--- config.mk ---
export PLATFORM = sky130hd
export DESIGN_NAME = fifo_wptr_full
export DESIGN_NICKNAME = d
export VERILOG_FILES = /design/src/rtl/fifo_pkg.sv /design/src/rtl/data_sync.sv /design/src/rtl/fifo_wptr_full.sv
export SDC_FILE = /design/constraint.sdc
export NUM_CORES = 1
export LEC_CHECK = 0
export BUFFER_PORTS_ARGS = -buffer_cell sky130_fd_sc_hd__buf_2
export CORE_MARGIN = 10
export CORE_UTILIZATION = 30
export CTS_CLUSTER_SIZE = 10
export DETAILED_ROUTE_END_ITERATION = 16
export SYNTH_ARGS = -nofsm -noshare
export SYNTH_HDL_FRONTEND = slang
export SYNTH_SLANG_ARGS = --single-unit
--- constraint.sdc ---
create_clock -name w_clk -period 3.15 [get_ports w_clk]
set_clock_uncertainty 0.1 [all_clocks]
set_input_delay 0.63 -clock w_clk [delete_from_list [all_inputs] [get_ports w_clk]]
set_output_delay 0.63 -clock w_clk [all_outputs]
set_load 0.1 [all_outputs]
--- src/rtl/fifo_pkg.sv ---
`default_nettype none
// ============================================================================
// Module      : fifo_pkg
// Description : Shared constants and Gray/binary pointer helpers for the
//               asynchronous FIFO pointer blocks (fifo_wptr_full and
//               fifo_rptr_empty).
// Contents    : c_DEFAULT_FIFO_DEPTH / c_DEFAULT_PTR_WIDTH - default geometry
//               ptr_word_t                               - widest pointer word
//               bin2gray / gray2bin                      - code conversions
// Revision    : 1.0 - initial release
// ============================================================================
package fifo_pkg;

   // Default geometry: 8 entries, one extra pointer bit to tell full from empty.
   localparam int c_DEFAULT_FIFO_DEPTH = 8;
   localparam int c_DEFAULT_PTR_WIDTH  = 4;

   // The conversion helpers work on a fixed wide word. Callers zero-extend
   // their pointer into it and size-cast the result back, so a single pair of
   // functions serves every pointer width up to this limit.
   localparam int c_MAX_PTR_WIDTH = 32;

   typedef logic [c_MAX_PTR_WIDTH-1:0] ptr_word_t;

   // Binary to reflected Gray code.
   function automatic ptr_word_t bin2gray(input ptr_word_t bin);
      return bin ^ (bin >> 1);
   endfunction

   // Reflected Gray code to binary. Each binary bit is the XOR of all Gray
   // bits at and above it; zero-extended upper bits leave the result intact.
   function automatic ptr_word_t gray2bin(input ptr_word_t gray);
      ptr_word_t bin;
      bin = gray;
      for (int i = c_MAX_PTR_WIDTH - 2; i >= 0; i--) begin
         bin[i] = bin[i+1] ^ gray[i];
      end
      return bin;
   endfunction

endpackage : fifo_pkg
`default_nettype wire

--- src/rtl/data_sync.sv ---
`default_nettype none
// ============================================================================
// Module      : data_sync
// Description : Multi-flop synchronizer for a bus that is already safe to
//               sample bit-by-bit (e.g. a Gray-coded pointer, where at most
//               one bit changes between consecutive values).
// Parameters  : WIDTH  - bus width
//               STAGES - number of flops in the chain (2 or more)
// Ports       : clk    - destination-domain clock
//               rst    - synchronous, active-high reset; clears every stage
//               i_data - bus from the source domain (asynchronous to clk)
//               o_data - synchronized bus, STAGES clk edges behind i_data
// Revision    : 1.0 - initial release
// ============================================================================
module data_sync #(
   parameter int WIDTH  = 1,
   parameter int STAGES = 2
) (
   input  logic             clk,
   input  logic             rst,
   input  logic [WIDTH-1:0] i_data,
   output logic [WIDTH-1:0] o_data
);

   // Stage 0 is the only flop that may go metastable; later stages give it
   // a full clock period each to resolve.
   logic [WIDTH-1:0] r_sync [STAGES];

   always_ff @(posedge clk) begin
      if (rst) begin
         for (int i = 0; i < STAGES; i++) begin
            r_sync[i] <= '0;
         end
      end else begin
         r_sync[0] <= i_data;
         for (int i = 1; i < STAGES; i++) begin
            r_sync[i] <= r_sync[i-1];
         end
      end
   end

   assign o_data = r_sync[STAGES-1];

endmodule : data_sync
`default_nettype wire

--- src/rtl/fifo_wptr_full.sv ---
`default_nettype none
// ============================================================================
// Module      : fifo_wptr_full
// Description : Write-side pointer and full-flag logic of an asynchronous
//               FIFO. Keeps the binary write pointer, publishes it in Gray
//               code to the read domain, synchronizes the read domain's Gray
//               pointer and derives full, fill level and overflow from it.
// Parameters  : FIFO_DEPTH   - memory entries, power of two (4 or more)
//               PTR_WIDTH    - log2(FIFO_DEPTH)+1
//               SYNC_STAGES  - read-pointer synchronizer flops (2 or more)
//               AF_THRESHOLD - fill level at which w_almost_full asserts
// Ports       : w_clk         - write-domain clock
//               w_rst         - synchronous, active-high reset
//               w_inc         - write request for this cycle
//               r_ptr         - Gray read pointer from the read domain
//               w_addr        - binary write address into the FIFO memory
//               w_ptr         - registered Gray write pointer to read domain
//               w_full        - registered full flag / memory write gate
//               w_count       - fill level seen from the write side
//               w_ovf         - sticky: write attempted while full
//               w_almost_full - fill level >= AF_THRESHOLD (optional)
// Build macro : FIFO_WR_ALMOST_FULL_EN - adds the w_almost_full port and its
//               register; without it the port and logic are absent.
// Revision    : 1.0 - initial release
// ============================================================================
module fifo_wptr_full
   import fifo_pkg::*;
#(
   parameter int FIFO_DEPTH   = c_DEFAULT_FIFO_DEPTH,
   parameter int PTR_WIDTH    = c_DEFAULT_PTR_WIDTH,
   parameter int SYNC_STAGES  = 2,
   parameter int AF_THRESHOLD = 6
) (
   input  logic                 w_clk,
   input  logic                 w_rst,
   input  logic                 w_inc,
   input  logic [PTR_WIDTH-1:0] r_ptr,
   output logic [PTR_WIDTH-2:0] w_addr,
   output logic [PTR_WIDTH-1:0] w_ptr,
   output logic                 w_full,
   output logic [PTR_WIDTH-1:0] w_count,
   output logic                 w_ovf
`ifdef FIFO_WR_ALMOST_FULL_EN
   ,
   output logic                 w_almost_full
`endif
);

   // -------------------------------------------------------------------------
   // Registered state
   // -------------------------------------------------------------------------
   logic [PTR_WIDTH-1:0] r_bin;         // binary write pointer
   logic [PTR_WIDTH-1:0] r_gray;        // Gray write pointer (= w_ptr)
   logic                 r_full;
   logic [PTR_WIDTH-1:0] r_count;
   logic                 r_ovf;

   // -------------------------------------------------------------------------
   // Combinational next-state terms
   // -------------------------------------------------------------------------
   logic                 w_write_ok;    // request accepted this cycle
   logic [PTR_WIDTH-1:0] w_bin_next;
   logic [PTR_WIDTH-1:0] w_gray_next;
   logic [PTR_WIDTH-1:0] w_rq_ptr;      // synchronized Gray read pointer
   logic [PTR_WIDTH-1:0] w_rq_bin;      // its binary value
   logic [PTR_WIDTH-1:0] w_full_match;  // Gray value meaning "one lap ahead"
   logic                 w_full_next;
   logic [PTR_WIDTH-1:0] w_count_next;

   // -------------------------------------------------------------------------
   // Read-pointer synchronizer: the only consumer of r_ptr.
   // -------------------------------------------------------------------------
   data_sync #(
      .WIDTH  (PTR_WIDTH),
      .STAGES (SYNC_STAGES)
   ) u_rptr_sync (
      .clk    (w_clk),
      .rst    (w_rst),
      .i_data (r_ptr),
      .o_data (w_rq_ptr)
   );

   // -------------------------------------------------------------------------
   // Pointer advance. Gating on the registered full flag makes w_full the
   // single point of truth for whether the memory write happens.
   // -------------------------------------------------------------------------
   assign w_write_ok  = w_inc & ~r_full;
   assign w_bin_next  = r_bin + {{(PTR_WIDTH-1){1'b0}}, w_write_ok};
   assign w_gray_next = PTR_WIDTH'(bin2gray(ptr_word_t'(w_bin_next)));
   assign w_rq_bin    = PTR_WIDTH'(gray2bin(ptr_word_t'(w_rq_ptr)));

   // -------------------------------------------------------------------------
   // Full detection on the *next* Gray pointer, so the write that takes the
   // last entry raises w_full on the very same edge. In Gray code "exactly
   // one lap ahead" means the two MSBs are inverted and the rest equal.
   // The comparison uses the synchronized (stale) read pointer, so full is
   // released late rather than early, which is the safe direction.
   // -------------------------------------------------------------------------
   assign w_full_match = {~w_rq_ptr[PTR_WIDTH-1:PTR_WIDTH-2],
                           w_rq_ptr[PTR_WIDTH-3:0]};
   assign w_full_next  = (w_gray_next == w_full_match);

   // Modulo subtraction of the extended pointers gives 0..FIFO_DEPTH.
   assign w_count_next = w_bin_next - w_rq_bin;

   // -------------------------------------------------------------------------
   // State registers
   // -------------------------------------------------------------------------
   always_ff @(posedge w_clk) begin
      if (w_rst) begin
         r_bin   <= '0;
         r_gray  <= '0;
         r_full  <= 1'b0;
         r_count <= '0;
         r_ovf   <= 1'b0;
      end else begin
         r_bin   <= w_bin_next;
         r_gray  <= w_gray_next;
         r_full  <= w_full_next;
         r_count <= w_count_next;
         // Sticky until reset: any request that arrives while full is lost.
         if (w_inc && r_full) begin
            r_ovf <= 1'b1;
         end
      end
   end

`ifdef FIFO_WR_ALMOST_FULL_EN
   // -------------------------------------------------------------------------
   // Almost-full tracks the same next fill level as w_count, so both change
   // on the same edge.
   // -------------------------------------------------------------------------
   localparam logic [PTR_WIDTH-1:0] c_AF_LEVEL = PTR_WIDTH'(AF_THRESHOLD);

   logic r_almost_full;

   always_ff @(posedge w_clk) begin
      if (w_rst) begin
         r_almost_full <= 1'b0;
      end else begin
         r_almost_full <= (w_count_next >= c_AF_LEVEL);
      end
   end

   assign w_almost_full = r_almost_full;
`endif

   // -------------------------------------------------------------------------
   // Outputs. w_addr comes straight from the pointer register: the write
   // accepted on an edge lands at the address visible before that edge.
   // -------------------------------------------------------------------------
   assign w_addr  = r_bin[PTR_WIDTH-2:0];
   assign w_ptr   = r_gray;
   assign w_full  = r_full;
   assign w_count = r_count;
   assign w_ovf   = r_ovf;

endmodule : fifo_wptr_full
`default_nettype wire

# After elaboration in Yosys (flattened, before gate mapping)
# Memories as Yosys holds them, arrays and structs flattened.
# Cells that the tools add are included.
# word_totals
memories	1
regBits	14
mem_bits_rw	8
output_inout_bits	13
word_cells	24
# memory_table
name	depth	word_bits	read_ports	rd_ports_with_merged_regs	write_ports	line_no	source
u_rptr_sync.r_sync	2	4	2	0	2	data_sync.sv:27	logic [WIDTH-1:0] r_sync [STAGES];
# op_classes
eq_ne	1
mux	5
reduce_logical	1
addsub	2
bitwise_logic	9
# ops
cell	n
$mux 4	2
$add 4x1->4	1
$eq 4x4->1	1
$sub 4x4->4	1
$xor 4x3->4	1
$mux 1	3
$xor 1x1->1	3
$not 2->2	1
$or 1x1->1	2
$and 1x1->1	1
$logic_and 1x1->1	1
$not 1->1	1

# Depth between registers and ports, before layout
# Gate-level depths: netlist (run 1).
# depth
depth_word	5
mapped_depth	9

# Modules after synthesis
# A second synthesis (run 1) with hierarchy kept.
# hier_totals
cells_unflattened	84
hier_area_um2	867.1
# modules_own_cells
mod	area_each_um2	n_inst	seq_area_each_um2	cells_each
fifo_wptr_full	626.9	1	260.2	64
data_sync	240.2	1	160.2	20

# Worst setup path before layout (run 1)
# OpenSTA, ideal clock, no wires.
# synth_timing
path_type	reg-to-reg
startpoint	register r_full, in the netlist w_full
endpoint	register r_count[3], in the netlist w_count[3]
setup_ns	0.121
path_buffers	0
path_stages_with_launch	9
arrival_time_ns	2.764
setup_slack_ns	0.166
cell_sequence	dfxtp_1 > nor2b_1 > ha_1 > ha_1 > ha_1 > nand2b_1 > a21oi_1 > o32ai_1 > mux2_2
# synth_between
elab_chain_cells	4
# synth_lines
item	line_no	source
start: declaration	fifo_wptr_full.sv:54	logic r_full;
start signal: assignment	fifo_wptr_full.sv:119	r_full <= w_full_next;
$not 1->1	fifo_wptr_full.sv:87	assign w_write_ok = w_inc & ~r_full;
$and 1x1->1	fifo_wptr_full.sv:87	
$add 4x1->4	fifo_wptr_full.sv:88	assign w_bin_next = r_bin + {{(PTR_WIDTH-1){1'b0}}, w_write_ok};
net w_bin_next[1]	fifo_wptr_full.sv:62	logic [PTR_WIDTH-1:0] w_bin_next;
$sub 4x4->4	fifo_wptr_full.sv:104	assign w_count_next = w_bin_next - w_rq_bin;
end signal: assignment	fifo_wptr_full.sv:120	r_count <= w_count_next;
end: declaration	fifo_wptr_full.sv:55	logic [PTR_WIDTH-1:0] r_count;
# The timed path passes the listed nets, and every way through them passes these cells.
# A chain may end at the register's enable or synchronous reset.

# Worst setup path after layout (run 1)
# layout_timing
startpoint	input w_inc
endpoint	register r_count[3], in the netlist w_count[3]
# layout_between
elab_chain_cells	3
# layout_lines
item	line_no	source
start: declaration	fifo_wptr_full.sv:36	input logic w_inc,
$and 1x1->1	fifo_wptr_full.sv:87	
$add 4x1->4	fifo_wptr_full.sv:88	
net w_bin_next[1]	fifo_wptr_full.sv:62	
$sub 4x4->4	fifo_wptr_full.sv:104	
# The timed path passes the listed nets, and every way through them passes these cells.

==> metrics.md, run 1 <==
| Metric | Value |
|---|---|
| Seq/Total Area, Yosys | 0.5000 |
| Chip Height | 72.94 um |
| Hold Crit Endpoint | u_rptr_sync.r_sync[0][6] |
| Synth warnings | 0 |
| Initial antenna violation count | 0 |
| Measured slew at the worst slew-check pin | approximately 490 ps |
| Headroom to the max-slew limit | 0.6739 |
| First-pass GRT wire length | 2787 um |
| Post-synthesis instance total | 80 |
| Site Rows | 19 |
| CTS clk-pin slew, worst paths | 100 ps |
| FFs w/ async S/R, synth | 0 |
| Hold crit path type | flip-flop to flip-flop |
| R2r worst-path depth | 8 |
| Vias in the first global route | about 650 |
| Vias per cell | 4.235 |
| Residual DRC count | 0 |
| Port bufs | 19 |
| Status | complete, no violations |
| Hold-fix buffer count after cts | 0 |
| Setup repair after global routing missed its margin | false |
| IO Pins | 20 |
| Critical path class | primary input to flip-flop |
| R2r startpoint | w_full |
| Longest Clk Path Bufs | 2 |
| CTS tree | built |
| Synthesized flop and latch total | 21 |
| Count of final max-slew check failures | 0 |
| DRT iter0 DRCs | 44 |
| Synthesized area per cell | 10.51 um^2 |
| Synthesized area | 840.8 um^2 |
| Gr usage total | 0.06656 |
| Ranking of synthesized cells by area | dfxtp_1 (50%), nor2b_1 (8.9%), xnor2_1 (7.3%) |
| Ant. Diodes | 0 |
| Worst setup path startpoint | w_inc |
| Yosys top cell by area | dfxtp_1 |
| Worst EP arrival | 2650 ps |
| Synth-to-Final Area Change | 18.15% |
| Max Cap Viol | 0 |
| Tot Pwr | 0.6459 mW |
| Synth cell types | 19 |
| Fin crit share | 0.8082 |
| Die footprint | 5320 um^2 |
| Vias | approximately 560 |
| Pwr Density | about 650 nW/um^2 |
| Share of cells above drive strength 1 | 0.2475 |
| Post-DP HPWL | about 1100 um |
| Nets@finish | around 110 |
| Fin crit period | 2546 ps |
| Die Wd | 72.94 um |
| Maximum VDD drop | 335.7 uV |
| WL/cell | roughly 11 um |
| Mapped Nets | just over 90 |
| Top_reg_cell synth | dfxtp_1 |
| Core area | 2710 um^2 |
| RePlAce Congestion | 0.7513 |
| Clock sink count | 21 |
| Setup crit end kind | flip-flop |
| Post-synth EDFFs | 0 |
| Routed Antenna Nets | 0 |
| Post_cts resized | 0 |
| Root Buffer | clkbuf_4 |
| Critical path required time | 3250 ps |
| Worst-path maximum fanout | 5 |
| Setup violations, final | 0 |
| Final Hold Fails | 0 |
| Fin Setup TNS | 0 ps |
| Synth top area share | 0.5000 |
| Pleak | 0.4464 nW |
| Setup Fix Bufs, Post-CTS | 0 |
| Grt total ovfl | 0 |
| Hold path startpoint | u_rptr_sync.r_sync[0][2] |
| Worst skew pair latency | ~300 ps |
| Largest net degree at the start of global routing | 22 |
| Drt first pass iters | 4 |
| CTS Buf Count | 3 |
| Critical Path Source Type | primary input |
| Final wirelength | between 1000 and 1500 um |
| R2r setup slk | roughly 740 ps |
| Reg-to-Reg End | w_count[3] |
| Max Clk Rate | 0.3928 GHz |
| Htree depth | 1 |
| Initial Utilization | 0.3102 |
| Hold Path Cell Cnt | 1 |
where the power goes:
part           switching, mW  internal (mW)  total [mW]  leakage (nW)
Combinational          0.172         0.0531       0.225         0.259
Sequential           0.00757          0.287       0.294         0.173
Clock                 0.0769         0.0495       0.126        0.0150
how the worst max path moves through the flow:
stage | end | cells past startpoint | slack (ps)
global route | w_count[3] | 9 | 520
detailed placement | w_count[3] | 9 | 290
global placement | w_count[3] | 9 | 340
CTS | w_count[3] | 9 | 620
floorplan | w_count[3] | 8 | 170
finish | w_count[3] | 9 | 600
kinds of logic after synthesis:
kind of cell / count (synthesis) / synth area share
simple gates: 28 / 0.1771
flops: 21 / 0.5000
xor+xnor: 15 / 0.1652
compound gates: 5 / 0.03870
buf+inv: 5 / 0.02232
fa+ha+maj: 5 / 0.08334
mux: 1 / 0.01339
through the flow:
step	hold slack, ps	cell area [um^2]	instances	setup slack [ps]	util
6_report	349.0	993.5	132	604.2	0.3666
5_1_grt	369.6	993.5	132	518.0	0.3666
4_1_cts	350.4	993.5	132	617.5	0.3666
3_5_place_dp	323.3	967.2	128	285.8	0.3569
3_3_place_gp	318.3	967.2	128	338.1	0.3569
2_1_floorplan	313.8	840.8	80	165.7	-
placed cells by master, fill, tap and decap left out:
| master | n |
|---|---|
| dfxtp_1 | 21 |
| nor4_2 | 1 |
| xor2_1 | 7 |
| xnor2_1 | 7 |
| a21boi_0 | 1 |
| clkbuf_4 | 3 |
| nor2_1 | 10 |
| o32ai_1 | 1 |
| nand3_1 | 2 |
| mux2_2 | 1 |
| ha_1 | 4 |
| a31oi_1 | 1 |
| buf_2 | 19 |
| a21oi_1 | 2 |
| nand2_1 | 2 |
| inv_1 | 3 |
| xnor2_2 | 1 |
| nand2b_1 | 1 |
| nor2b_1 | 12 |
| clkbuf_1 | 1 |
| fa_1 | 1 |
Yosys cell counts, types with 2 or more instances:
master    instances
dfxtp_1          21
nor2b_1          12
nor2_1           10
xnor2_1           7
xor2_1            7
ha_1              4
inv_1             3
a21oi_1           2
clkbuf_1          2
nand2_1           2
nand3_1           2
area by class of cell:
| cell class | instances | area (um^2) |
|---|---|---|
| Clock buffer | 4 | 26.28 |
| Tap cell | 31 | 38.79 |
| Multi-Input combinational cell | 54 | 401.6 |
| Inverter | 3 | 11.26 |
| Timing Repair Buffer | 19 | 95.09 |
| Sequential cell | 21 | 420.4 |
| Fill cell | 309 | 1717 |
layer usage:
| metal | track usage | share of wire | vias to the layer above |
|---|---|---|---|
| met5 | 0 | 0 | - |
| met3 | 0.03537 | 0.088 | 4 |
| li1 | - | - | 299 |
| met2 | 0.1118 | 0.47 | 19 |
| met1 | 0.06431 | 0.42 | 237 |
| met4 | 0.03586 | 0.019 | 0 |
sequential cells by signal, summed over array words and instances, names as in the netlist:
register	cells
u_rptr_sync.r_sync	8
w_full	1
w_count	4
w_ptr	3
r_bin	4
w_ovf	1
critical path, stage by stage:
cell	delay [ps]
buf_2	100
nor2b_1	120
ha_1	200
ha_1	380
ha_1	330
nand2b_1	130
a21oi_1	110
o32ai_1	290
mux2_2	360
No activity file was read; power rests on OpenSTA's default activity.
==> inputs of run 2 (changes only) <==
--- a/config.mk
+++ b/config.mk
@@ -5,6 +5,7 @@
 export SDC_FILE = /design/constraint.sdc
 export NUM_CORES = 1
 export LEC_CHECK = 0
+export ABC_AREA = 1
 export BUFFER_PORTS_ARGS = -buffer_cell sky130_fd_sc_hd__buf_2
 export CORE_MARGIN = 10
 export CORE_UTILIZATION = 30
==> constraint.sdc (replaced) <==
create_clock -name w_clk -period 2.3 [get_ports w_clk]
set_clock_uncertainty 0.1 [all_clocks]
set_input_delay 0.46 -clock w_clk [delete_from_list [all_inputs] [get_ports w_clk]]
set_output_delay 0.46 -clock w_clk [all_outputs]
set_load 0.1 [all_outputs]
==> run 2 against run 1 <==
Die area rose by 6.0%. Register-to-register slack worse by 480 ps. Via count rose by 34%. Largest cell class unchanged. Final cell count rose by 30%. Non-clock buffer count did not move. Synthesized cell count is 50% higher. Cell area increased by 7.3%. Sequential power is 37% higher. Setup slack worse by 350 ps. Total power is 37% higher. Flip-flop and latch count stayed put.
==> metrics.md, run 2 <==
| Metric | Value |
|---|---|
| Dpl cells | 168 |
| Synth top area share | 0.4615 |
| Biggest register | u_rptr_sync.r_sync |
| Synthesized area per cell | 7.591 um^2 |
| Vias per cell | 4.366 |
| Post-DP HPWL | approximately 1400 um |
| Most frequent cell after synthesis | nor2_1 |
| Port bufs | 19 |
| Reg-to-Reg End | w_count[2] |
| Gr usage total | 0.07056 |
| Post_cts resized | 0 |
| Grt total ovfl | 0 |
| Longest Clk Path Bufs | 2 |
| Synth-to-Final Area Change | 17.03% |
| Max Clk Rate | ~0.5 GHz |
| Core area | between 2000 and 3000 um^2 |
| Seq/Total Area, Yosys | 0.4615 |
| Nets@finish | 154 |
| Headroom to the max-slew limit | 0.6734 |
| Setup crit end kind | flip-flop |
| RePlAce Congestion | 0.8084 |
| Die Wd | 75.10 um |
| Routed Antenna Nets | 0 |
| Site Rows | 19 |
| Setup violations, final | 0 |
| Tot Pwr | 0.8875 mW |
| IO Pins | 20 |
| Share of cells above drive strength 1 | 0.2340 |
| Maximum VDD drop | 361.4 uV |
| Util after Layout | 0.3768 |
| Initial Utilization | 0.3220 |
| Worst setup path startpoint | u_rptr_sync.r_sync[0][7] |
| Chip Height | 75.10 um |
| Root Buffer | clkbuf_4 |
| Setup repair after global routing missed its margin | false |
| Ant. Diodes | 0 |
| R2r startpoint | u_rptr_sync.r_sync[0][7] |
| Max Cap Viol | 0 |
| Measured slew at the worst slew-check pin | 493.3 ps |
| Synthesized area | 910.9 um^2 |
| Pleak | between 0.5 and 0.6 nW |
| Clock sink count | 21 |
| Hold path startpoint | r_ptr[3] |
| Yosys top cell by area | dfxtp_1 |
| FFs w/ async S/R, synth | 0 |
| Fin Setup TNS | 0 ps |
| Fin Hold WS | approximately 250 ps |
| Worst slack at placement | 146.1 ps |
| First-pass GRT wire length | 3049 um |
| CTS tree | built |
| Post-synthesis instance total | 120 |
| # fillers | 314 |
| Placed inst area | 1040 um^2 |
| Worst skew pair latency | 300 ps |
| Mapped Nets | ~130 |
| Hold-fix buffer count after cts | 0 |
| Synth cell count leaders | nor2_1 (24), dfxtp_1 (21), inv_1 (21) |
| Worst-path maximum fanout | 3 |
| Final wirelength | about 1800 um |
| Final WS setup | 256.9 ps |
| Die footprint | ~5600 um^2 |
| CTS Buf Count | 3 |
| Synth warnings | 0 |
| Final Hold Fails | 0 |
| Critical path required time | between 2000 and 2500 ps |
| Hold crit path type | primary input to flip-flop |
| Fin crit period | 2043 ps |
| Ranking of synthesized cells by area | dfxtp_1 (46%), nor2_1 (9.9%), inv_1 (8.7%) |
| Pwr Density | 832.6 nW/um^2 |
| Vias | 751 |
| Critical path class | flip-flop to flip-flop |
| Synth cell types | 15 |
| Worst EP arrival | 2130 ps |
| Top_reg_cell synth | dfxtp_1 |
| Residual DRC count | 0 |
| Commonest non-fill, non-tap cell in the layout | nor2_1 |
| Final instance area | 1066 um^2 |
| Critical Path Source Type | flip-flop |
| Commonest non-fill, non-tap cells in the layout | nor2_1 (24), inv_1 (21), nand2_1 (20), buf_2 (19), dfxtp_1 (19) |
| Synthesized flop and latch total | 21 |
| Htree depth | 1 |
| Hold Crit Endpoint | u_rptr_sync.r_sync[0][3] |
| Largest net degree at the start of global routing | 22 |
| WL/cell | 10.26 um |
| Fin crit share | 0.8883 |
| Status | complete, no violations |
| Hold Path Cell Cnt | 3 |
| CTS clk-pin slew, worst paths | 110 ps |
| Setup Fix Bufs, Post-CTS | 0 |
| Non-Filler Instances | ~170 |
| Drt first pass iters | 4 |
| Post-synth EDFFs | 0 |
| Count of final max-slew check failures | 0 |
| R2r setup slk | about 260 ps |
| Vias in the first global route | roughly 750 |
| Max FFs per register | 8 |
| R2r worst-path depth | 10 |
| Initial antenna violation count | 0 |
| DRT iter0 DRCs | 35 |
run 2: how the worst max path moves through the flow:
stage | to | cells after the start | slack (ps)
after floorplan | w_count[3] | 6 | 40
final | w_count[2] | 10 | 260
after global routing | w_count[2] | 10 | 20
after global placement | w_count[2] | 8 | 180
after detailed placement | w_count[3] | 10 | 150
after CTS | w_count[2] | 10 | 250
run 2: cell families (layout without fill, tap and decap cells):
| group | after synthesis | count (layout) | share of synthesized area |
|---|---|---|---|
| adder cells (fa/ha/maj) | 5 | 5 | 0.07693 |
| AO/OA/AOI/OAI | 4 | 4 | 0.02197 |
| buffers and inverters | 23 | 44 | 0.09479 |
| flip-flops | 21 | 21 | 0.4615 |
| AND/OR/NAND/NOR | 63 | 63 | 0.2981 |
| XOR/XNOR | 4 | 4 | 0.04671 |
run 2: final cells by class:
class | instances | area (um^2) | share of cell area
Sequential cell | 21 | 422.9 | 0.3967
Multi-Input combinational cell | 76 | 404.1 | 0.3791
Timing Repair Buffer | 19 | 95.09 | 0.08920
Inverter | 21 | 78.83 | 0.07394
Tap cell | 31 | 38.79 | 0.03639
Clock buffer | 4 | 26.28 | 0.02465
run 2: layer usage:
metal / track usage / part of all wire / wire [um]
met5: 0 / 0 / 0
met4: 0.04412 / 0.015 / 26
met3: 0.02497 / 0.074 / 131
met2: 0.1257 / 0.52 / 913
met1: 0.06829 / 0.39 / 693
run 2: power breakdown:
part / switching [mW] / internal (mW)
sequential: 0.0108 / 0.393
combinational: 0.246 / 0.0626
clock: 0.107 / 0.0676
total: 0.364 / 0.523
run 2: worst max-delay path, stage by stage, from the launching register on:
cell	delay, ps
dfxtp_1	340
inv_1	80
nand2_1	70
nand2_1	140
xor2_2	230
xor2_1	180
ha_1	160
inv_1	60
fa_1	370
xor2_1	160
nor2_1	50
==> inputs of run 3 (changes only) <==
--- a/config.mk
+++ b/config.mk
@@ -13,4 +13,5 @@
 export DETAILED_ROUTE_END_ITERATION = 16
 export SYNTH_ARGS = -nofsm -noshare
 export SYNTH_HDL_FRONTEND = slang
+export SYNTH_HIERARCHICAL = 1
 export SYNTH_SLANG_ARGS = --single-unit
==> run 3 against run 2 <==
Fmax up 0.51%. Combinational power about the same. Final cell count up 14%. Register-to-register slack about the same. Critical path depth stayed put. Synthesized cell count up 13%. Sequential share of layout area shrank 2.0 points. Routed wire length down 0.62%. Clock-buffer cell count did not move. Cell area increased by 6.1%. Via count grew 6.9%. Worst hold slack better by 5.9 ps. Largest power group unchanged.
==> metrics.md, run 3 <==
| Metric | Value |
|---|---|
| Synth Area in Adders | 0.07053 |
| Grt total ovfl | 0 |
| Most frequent cell after synthesis | nand2_1 |
| Synth Area in Simple Gates | 0.3249 |
| Htree depth | 1 |
| Fin crit period | 2033 ps |
| Dpl cells | 192 |
| RePlAce Congestion | between 0.7 and 0.8 |
| Synth Area in Compound Gates | 0.02771 |
| Final WS setup | approximately 270 ps |
| Synth-to-Final Area Change | 13.85% |
| Core area | 3103 um^2 |
| Ant. Diodes | 0 |
| Synthesized flop and latch total | 21 |
| Biggest register | u_rptr_sync/r_sync |
| Mapped Nets | 147 |
| Synth cell types | 17 |
| Measured slew at the worst slew-check pin | slightly below 500 ps |
| Fin Setup TNS | 0 ps |
| Yosys top cell by area | dfxtp_1 |
| Critical Path Source Type | flip-flop |
| FFs w/ async S/R, synth | 0 |
| Synthesized area | 993.5 um^2 |
| Port bufs | 19 |
| Ranking of synthesized cells by area | dfxtp_1 (42%), nand2_1 (11%), inv_1 (8.3%) |
| CTS clk-pin slew, worst paths | between 100 and 150 ps |
| Synth cell count leaders | nand2_1 (28), inv_1 (22), dfxtp_1 (21), nor2_1 (21), nand3_1 (14) |
| Final Hold Fails | 0 |
| Longest Clk Path Bufs | 2 |
| Max FFs per register | 8 |
| WL/cell | 8.944 um |
| Synthesized area per cell | 7.359 um^2 |
| Largest family of logic cells by synthesized area | simple AND/OR/NAND/NOR gates |
| Initial antenna violation count | 0 |
| Post-DP HPWL | 1446 um |
| # fillers | 353 |
| Top_reg_cell synth | dfxtp_1 |
| IO Pins | 20 |
| Util after Layout | 0.3645 |
| Die Wd | 77.55 um |
| Synth top area share | 0.4232 |
| Worst EP arrival | approximately 2100 ps |
| Fin crit share | 0.8838 |
| DRT iter0 DRCs | 46 |
| Headroom to the max-slew limit | 0.6749 |
| Largest net degree at the start of global routing | 20 |
| Setup Fix Bufs, Post-CTS | 0 |
| Count of final max-slew check failures | 0 |
| Synth warnings | 6 |
| Hold crit path type | primary input to flip-flop |
| Setup repair after global routing missed its margin | false |
| Critical path class | flip-flop to flip-flop |
| Non-Filler Instances | between 150 and 200 |
| CTS tree | built |
| Worst-path maximum fanout | 4 |
| Gr usage total | 0.06351 |
| Post-synthesis instance total | 135 |
| Vias per cell | 4.097 |
| Clock sink count | 21 |
| Root Buffer | clkbuf_4 |
| Placed inst area | 1105 um^2 |
| Post-Synth XOR/XNOR Area | 0.02519 |
| Max Cap Viol | 0 |
| Drt first pass iters | 4 |
| Worst slack at placement | 55.08 ps |
| Commonest non-fill, non-tap cell in the layout | nand2_1 |
| Critical path required time | 2400 ps |
| Commonest non-fill, non-tap cells in the layout | nand2_1 (28), inv_1 (22), nor2_1 (21), buf_2 (19), dfxtp_1 (18) |
| Site Rows | 20 |
| CTS Buf Count | 3 |
| Multiplexer share of the synthesized area | 0 |
| Residual DRC count | 0 |
| Post-synth EDFFs | 0 |
| Seq/Total Area, Yosys | 0.4232 |
| Vias | between 800 and 900 |
| Status | complete, no violations |
| Vias in the first global route | 797 |
| Maximum VDD drop | 398.9 uV |
| Chip Height | 77.55 um |
| Nets@finish | 165 |
| Setup violations, final | 0 |
| Pleak | 0.5882 nW |
| First-pass GRT wire length | 3298 um |
| Worst skew pair latency | 290 ps |
| Routed Antenna Nets | 0 |
| Hold-fix buffer count after cts | 0 |
| Final wirelength | 1753 um |
| Pwr Density | 775.9 nW/um^2 |
| Setup crit end kind | flip-flop |
| Die footprint | 6013 um^2 |
| Max Clk Rate | 0.4919 GHz |
| Post_cts resized | 0 |
| Share of cells above drive strength 1 | 0.2303 |
| Initial Utilization | 0.3202 |
| Final instance area | 1131 um^2 |
## run 3: cell families after synthesis
logic type,Yosys count
AO/OA/AOI/OAI,5
flip-flops,21
buffers and inverters,28
adder cells (fa/ha/maj),5
XOR/XNOR,2
AND/OR/NAND/NOR,74
## run 3: critical path, stage by stage (launching register included)
cell     delay (ps)
dfxtp_1         400
inv_1           100
nand2_1         100
nand2_2          80
xor2_2          210
xor2_1          170
ha_1            160
inv_1            60
fa_1            380
nor2_1          140
nor2_2           50
## run 3: stage by stage
stage	hold slack, ps	power, mW
3_5_place_dp	292.0	0.7213
2_1_floorplan	288.3	0.6780
5_1_grt	249.9	0.9403
3_3_place_gp	290.1	0.7180
4_1_cts	243.4	0.8952
6_report	254.2	0.8776
## run 3: area by class of cell
class	instances	area, um^2	share of cell area
sequential	21	426.7	0.3772
multi-input combinational	86	445.4	0.3938
clock buffer	4	26.28	0.02323
timing repair buffer	19	95.09	0.08407
tap	44	55.05	0.04867
inverter	22	82.58	0.07301
## run 3: report_power, final
part	total, mW	internal [mW]	switching, mW
registers	0.401	0.392	0.00965
logic	0.307	0.0640	0.243
clock network	0.169	0.0675	0.102
total	0.878	0.523	0.355
## run 3: metal layers
layer,vias to the layer above,wire length (um),global-route usage
li1,439,-,-
met2,17,741,0.09866
met4,0,0,0.005474
met1,347,897,0.07966
met5,-,0,0
met3,0,114,0.03226
## run 3: final timing paths
path | from | to | slack (ps) | cells after the start
setup / recovery | u_rptr_sync/r_sync[0][7] | w_count[2] | 270 | 10
hold / removal | r_ptr[1] | u_rptr_sync/r_sync[0][1] | 250 | 3
setup reg to reg | u_rptr_sync/r_sync[0][7] | w_count[2] | 270 | 10
hold reg to reg | u_rptr_sync/r_sync[0][2] | u_rptr_sync/r_sync[0][6] | 310 | 2
